### config.mk
export PLATFORM = sky130hd
export DESIGN_NAME = half_adder_flat
export DESIGN_NICKNAME = d
export VERILOG_FILES = /design/src/rtl/half_adder_if.sv /design/src/rtl/half_adder.sv /design/src/flat_wrapper.sv
export SDC_FILE = /design/constraint.sdc
export NUM_CORES = 1
export LEC_CHECK = 0
export ABC_AREA = 0
export CAP_MARGIN = 0
export CORE_MARGIN = 8
export CORE_UTILIZATION = 43
export CTS_CLUSTER_DIAMETER = 30
export DETAILED_ROUTE_END_ITERATION = 16
export GPL_ROUTABILITY_DRIVEN = 0
export PLACE_DENSITY = 0.75
export SETUP_SLACK_MARGIN = 0.15
export SLEW_MARGIN = 20
export SYNTH_ARGS = -nofsm -noshare
export SYNTH_HDL_FRONTEND = slang
export SYNTH_SLANG_ARGS = --single-unit
### constraint.sdc
create_clock -name clk -period 1.72 [get_ports clk]
set_input_delay 0.344 -clock clk [delete_from_list [all_inputs] [get_ports clk]]
set_output_delay 0.344 -clock clk [all_outputs]
set_load 0.01 [all_outputs]
### src/rtl/half_adder_if.sv
// Operand/result bundle for half_adder; sum_par exists only when HALF_ADDER_PARITY_EN is defined.
interface half_adder_if #(
  parameter int WIDTH = 1,
  parameter int CNT_W = 8
);
  logic             in_valid;
  logic [WIDTH-1:0] a;
  logic [WIDTH-1:0] b;
  logic             cnt_clr;
  logic             out_valid;
  logic [WIDTH-1:0] s;
  logic [WIDTH-1:0] c;
  logic [CNT_W-1:0] carry_cnt;
`ifdef HALF_ADDER_PARITY_EN
  logic             sum_par;
`endif

  modport master (
    output in_valid, a, b, cnt_clr,
    input  out_valid, s, c, carry_cnt
`ifdef HALF_ADDER_PARITY_EN
    , input sum_par
`endif
  );

  modport slave (
    input  in_valid, a, b, cnt_clr,
    output out_valid, s, c, carry_cnt
`ifdef HALF_ADDER_PARITY_EN
    , output sum_par
`endif
  );
endinterface

### src/rtl/half_adder.sv
// Registered WIDTH-lane half adder with saturating carry-event counter; 1-cycle latency, no backpressure.
// Optional sum parity output enabled by HALF_ADDER_PARITY_EN.
module half_adder #(
  parameter int WIDTH = 1,
  parameter int CNT_W = 8
) (
  input  logic        clk,
  input  logic        rst_n,
  half_adder_if.slave ha
);

  logic             vld_q, vld_d;
  logic [WIDTH-1:0] s_q, s_d;
  logic [WIDTH-1:0] c_q, c_d;
  logic [CNT_W-1:0] cnt_q, cnt_d;
  logic             carry_evt;

  // Gate on in_valid first so undriven operands on idle cycles cannot reach the counter.
  assign carry_evt = ha.in_valid && (|(ha.a & ha.b));

  always_comb begin
    vld_d = ha.in_valid;
    s_d   = s_q;
    c_d   = c_q;
    if (ha.in_valid) begin
      s_d = ha.a ^ ha.b;
      c_d = ha.a & ha.b;
    end
  end

  always_comb begin
    cnt_d = cnt_q;
    if (ha.cnt_clr) begin
      cnt_d = '0;
    end else if (carry_evt && (cnt_q != {CNT_W{1'b1}})) begin
      cnt_d = cnt_q + 1'b1;
    end
  end

  always_ff @(posedge clk or negedge rst_n) begin
    if (!rst_n) begin
      vld_q <= 1'b0;
      s_q   <= '0;
      c_q   <= '0;
      cnt_q <= '0;
    end else begin
      vld_q <= vld_d;
      s_q   <= s_d;
      c_q   <= c_d;
      cnt_q <= cnt_d;
    end
  end

  assign ha.out_valid = vld_q;
  assign ha.s         = s_q;
  assign ha.c         = c_q;
  assign ha.carry_cnt = cnt_q;

`ifdef HALF_ADDER_PARITY_EN
  logic par_q, par_d;

  always_comb begin
    par_d = par_q;
    if (ha.in_valid) begin
      par_d = ^(ha.a ^ ha.b);
    end
  end

  always_ff @(posedge clk or negedge rst_n) begin
    if (!rst_n) begin
      par_q <= 1'b0;
    end else begin
      par_q <= par_d;
    end
  end

  assign ha.sum_par = par_q;
`endif

endmodule

### src/flat_wrapper.sv
// flat-port wrapper written by rule: the top's interface ports become plain ports
module half_adder_flat 
#(
  parameter int WIDTH = 1,
  parameter int CNT_W = 8
)
  (clk, rst_n, ha_in_valid, ha_a, ha_b, ha_cnt_clr, ha_out_valid, ha_s, ha_c, ha_carry_cnt);
  half_adder_if #(.WIDTH(WIDTH), .CNT_W(CNT_W)) ha_i ();
  input  logic clk;
  input  logic rst_n;
  input wire logic [$bits(ha_i.in_valid)-1:0] ha_in_valid;
  input wire logic [$bits(ha_i.a)-1:0] ha_a;
  input wire logic [$bits(ha_i.b)-1:0] ha_b;
  input wire logic [$bits(ha_i.cnt_clr)-1:0] ha_cnt_clr;
  output wire logic [$bits(ha_i.out_valid)-1:0] ha_out_valid;
  output wire logic [$bits(ha_i.s)-1:0] ha_s;
  output wire logic [$bits(ha_i.c)-1:0] ha_c;
  output wire logic [$bits(ha_i.carry_cnt)-1:0] ha_carry_cnt;
  assign ha_i.in_valid = ha_in_valid;
  assign ha_i.a = ha_a;
  assign ha_i.b = ha_b;
  assign ha_i.cnt_clr = ha_cnt_clr;
  assign ha_out_valid = ha_i.out_valid;
  assign ha_s = ha_i.s;
  assign ha_c = ha_i.c;
  assign ha_carry_cnt = ha_i.carry_cnt;
  half_adder #(.WIDTH(WIDTH), .CNT_W(CNT_W)) u_core (.clk(clk), .rst_n(rst_n), .ha(ha_i));
endmodule
==> out/summary.txt <==
OUTCOME
-----------------------------------------------------------------------------------------------
Result of the run                                                                  finished, final reports clean

STA
-----------------------------------------------------------------------------------------------
Number of pins with negative max-slew slack in the final report                               0
Post-layout min period                                                                 1.548 ns
FMAX                                                                                  646.0 MHz
Final setup skew                                                                    0.002074 ns
Final setup margin                                                                    0.1721 ns
Max transition margin                                                                    0.6530
Unrepaired setup endpoints after global routing                                            true
Final cycle utilization of the critical path                                             0.8999
Setup-violating endpoint count in the final report                                            0
Setup_tns                                                                                  0 ns
Number of hold violations in the final report                                                 0
Slew at the pin with the worst max-slew slack                                         0.5189 ns

POWER
-----------------------------------------------------------------------------------------------
Internal Power                                                                        0.3980 mW
Gate power share                                                                          0.140
Net switching fraction of the power                                                      0.2365
Leakage power total                                                                   0.4620 nW
PD cells                                                                           578.6 nW/um2
Net switching component of the power                                                  0.1233 mW
Highest ir drop seen on vdd                                                           0.4427 mV
Share of power burned in the clock network                                                0.339
Post-route total power                                                                0.5212 mW
Flop pwr share                                                                            0.521

CLOCK TREE
-----------------------------------------------------------------------------------------------
Clock input transition at the sequential cells of the worst setup and hold paths        0.07 ns
Number of buffers added to fix hold violations after cts                                      0
Clock root buffer master                                                               clkbuf_4
Clock tree from TritonCTS                                                                  done
Sink count of the clock tree                                                                 11
Clock Path Buffers                                                                            2
H-tree depth                                                                                  1
Insertion delay of the later-clocked pin in the worst-skew pair                         0.27 ns
CTS Buf Count                                                                                 3

FINISH
-----------------------------------------------------------------------------------------------
Share of post-route cells with drive strength above 1                                    0.2738
Synthesis-to-layout area growth                                                          50.63%
Final Net Count                                                                              93
Inserted Diodes                                                                               0
Fin util                                                                                 0.6923

WORST SETUP PATH
-----------------------------------------------------------------------------------------------
Critical path's slowest cell                                                       clkdlybuf4s50_1
Critical Path RT                                                                        1.38 ns
Top Family by Delay on Critical Path                                               buffers and inverters
Maximum fanout along the worst path                                                           5
CP arrival                                                                              1.20 ns
Path type of the worst setup path                                                  flop to output port
Type of element launching the critical path                                                flop
Crit path buf inv count                                                                       1
Chain of cells forming the critical path                                           clkdlybuf4s50_1
Element type at the critical path end                                               output port
Worst stage delay on the critical path                                                  0.54 ns

DIE
-----------------------------------------------------------------------------------------------
Core ar.                                                                               1301 um2
Die extent in x                                                                        53.30 um
Initial standard-cell utilization of the core                                            0.4596
DIE AREA                                                                               2840 um2
Number of placed I/O pins                                                                    17
Standard-cell rows                                                                           13
Die H                                                                                  53.30 um

PLACEMENT
-----------------------------------------------------------------------------------------------
IO Port Bufs                                                                                 16
Sum of net half-perimeters after detailed placement                                     1102 um
Post-Place Worst Slack                                                               -0.1745 ns

ROUTE
-----------------------------------------------------------------------------------------------
Count of unresolved DRC violations after routing                                              0
Antenna Nets Post-Route                                                                       0
Drt first-iter violations                                                                    11
Routed wire length                                                                      1452 um
Total number of vias                                                                        552
Post-detailed-route via-to-cell ratio                                                     5.576
Final routed wire length divided by cell count                                         14.67 um
Length of the first detailed-routing pass in iterations                                       4

SYNTHESIS
-----------------------------------------------------------------------------------------------
Number of distinct standard cells referenced by the synthesized netlist                      27
Cell Area, Synth                                                                      598.1 um2
Yosys Warn Count                                                                              0
Gate Count Post-Synth                                                                        54
Number of synthesized register bits                                                          11
Part of the Yosys area used for sequential elements                                      0.4603
Syn nets                                                                                     62
Syn Area/Cell                                                                         11.08 um2

GRT
-----------------------------------------------------------------------------------------------
Overall global routing resource usage                                                    0.1119
Grt ovf                                                                                       0
Global-route wire length before repair                                                  2415 um
Initial antenna violation count                                                               0
Pin count of the biggest net entering global routing                                         13
Number of global-route vias before repair                                                   575

HOLD PATH
-----------------------------------------------------------------------------------------------
Path category of the worst min-delay check                                         input pin to async pin

JOB
-----------------------------------------------------------------------------------------------
Count of max-cap constraint violations                                                        0

## per-stage QoR
step,cell area [um2],std cells,hold WS (ns)
6_report,900.9,99,0.4137
5_1_grt,900.9,99,0.4645
4_1_cts,874.6,98,0.4227
3_5_place_dp,835.8,92,0.5008
3_3_place_gp,835.8,92,0.4954
2_1_floorplan,600.6,54,0.04841
## per-layer routing
layer / track usage / up-vias / wire, um
met4: 0.05042 / 0 / 20
met1: 0.1236 / 261 / 648
met3: 0.04482 / 3 / 132
li1: - / 266 / -
met5: 0 / - / 0
met2: 0.1836 / 22 / 651
## cell usage in the layout, fill, tap and decap left out, drive strengths merged, types with 3 or more instances in the layout
master         netlist  routed
clkdlybuf4s50        0       8
a211oi               3       3
nor2                 5       5
buf                  0      11
clkbuf               1       4
nand2b               3       3
dlygate4sd2          0       3
dfrtp               11      11
mux2                 3       3
dlymetal6s2s         0       5
inv                  3       3
and4                 3       3
## registers in the layout, summed over array words and instances, names as in the netlist
| name | cells |
|---|---|
| u_core.ha.carry_cnt | 8 |
| u_core.ha.s | 1 |
| u_core.ha.c | 1 |
| u_core.ha.out_valid | 1 |
## final cells by class
cell class                 count  area, um2
clock buffer                   4      26.28
sequential                    11      276.5
timing repair buffer          27      251.5
tap                           15      18.77
fill                         110      400.4
inverter                       3      11.26
multi-input combinational     39      316.6
## power groups by stage
stage          logic [mW]  registers, mW  clock network [mW]
2_1_floorplan      0.0208          0.281                   0
3_3_place_gp       0.0743          0.276                   0
3_5_place_dp       0.0751          0.276                   0
6_report           0.0731          0.271               0.177
5_1_grt            0.0806          0.272               0.192
4_1_cts            0.0746          0.271               0.177
## synth_stat cells
master | count | area share
a211oi_1 | 2 | 0.025
a211oi_2 | 1 | 0.021
a21oi_1 | 2 | 0.017
a311oi_1 | 2 | 0.029
a31oi_1 | 2 | 0.021
a41oi_1 | 1 | 0.015
a41oi_4 | 1 | 0.046
and3_1 | 2 | 0.021
and4_1 | 2 | 0.029
and4_4 | 1 | 0.019
clkbuf_1 | 1 | 0.0063
dfrtp_1 | 11 | 0.46
ha_1 | 2 | 0.042
inv_1 | 3 | 0.019
mux2_1 | 1 | 0.019
mux2_2 | 1 | 0.019
mux2_4 | 1 | 0.025
mux2i_1 | 1 | 0.017
nand2_1 | 1 | 0.0063
nand2b_1 | 3 | 0.031
nand4_1 | 2 | 0.021
nor2_1 | 5 | 0.031
nor2b_1 | 2 | 0.021
nor3_1 | 1 | 0.0084
nor4_1 | 1 | 0.010
o21ai_0 | 1 | 0.0084
o21bai_1 | 1 | 0.013
## kinds of logic (layout without fill, tap and decap cells)
| kind of cell | count (synthesis) | in the layout | share of synthesized area |
|---|---|---|---|
| compound gates | 13 | 13 | 0.1946 |
| fa+ha+maj | 2 | 2 | 0.04183 |
| buf+inv | 4 | 34 | 0.02510 |
| mux | 4 | 4 | 0.07949 |
| simple gates | 20 | 20 | 0.1987 |
| flops | 11 | 11 | 0.4602 |
## path summary, 6_finish.rpt
check,start,to,slack [ns],cells past startpoint
setup / recovery,u_core.ha.carry_cnt[2],ha_carry_cnt[2],0.17,1
hold / removal,rst_n,u_core.ha.carry_cnt[6],0.41,1
setup reg to reg,u_core.ha.carry_cnt[1],u_core.ha.carry_cnt[3],0.23,4
hold reg to reg,u_core.ha.s,u_core.ha.s,0.52,1
max in group asynchronous,rst_n,u_core.ha.carry_cnt[2],0.93,1
min in group clk,ha_b,u_core.ha.s,0.46,3
## what timing repair did
action,4_1_cts,5_1_grt
endpoints found under the setup margin,7,8
resized for setup,4,7
setup buffers,2,1
pin swaps,1,3
(Power assumes the default switching activity.)
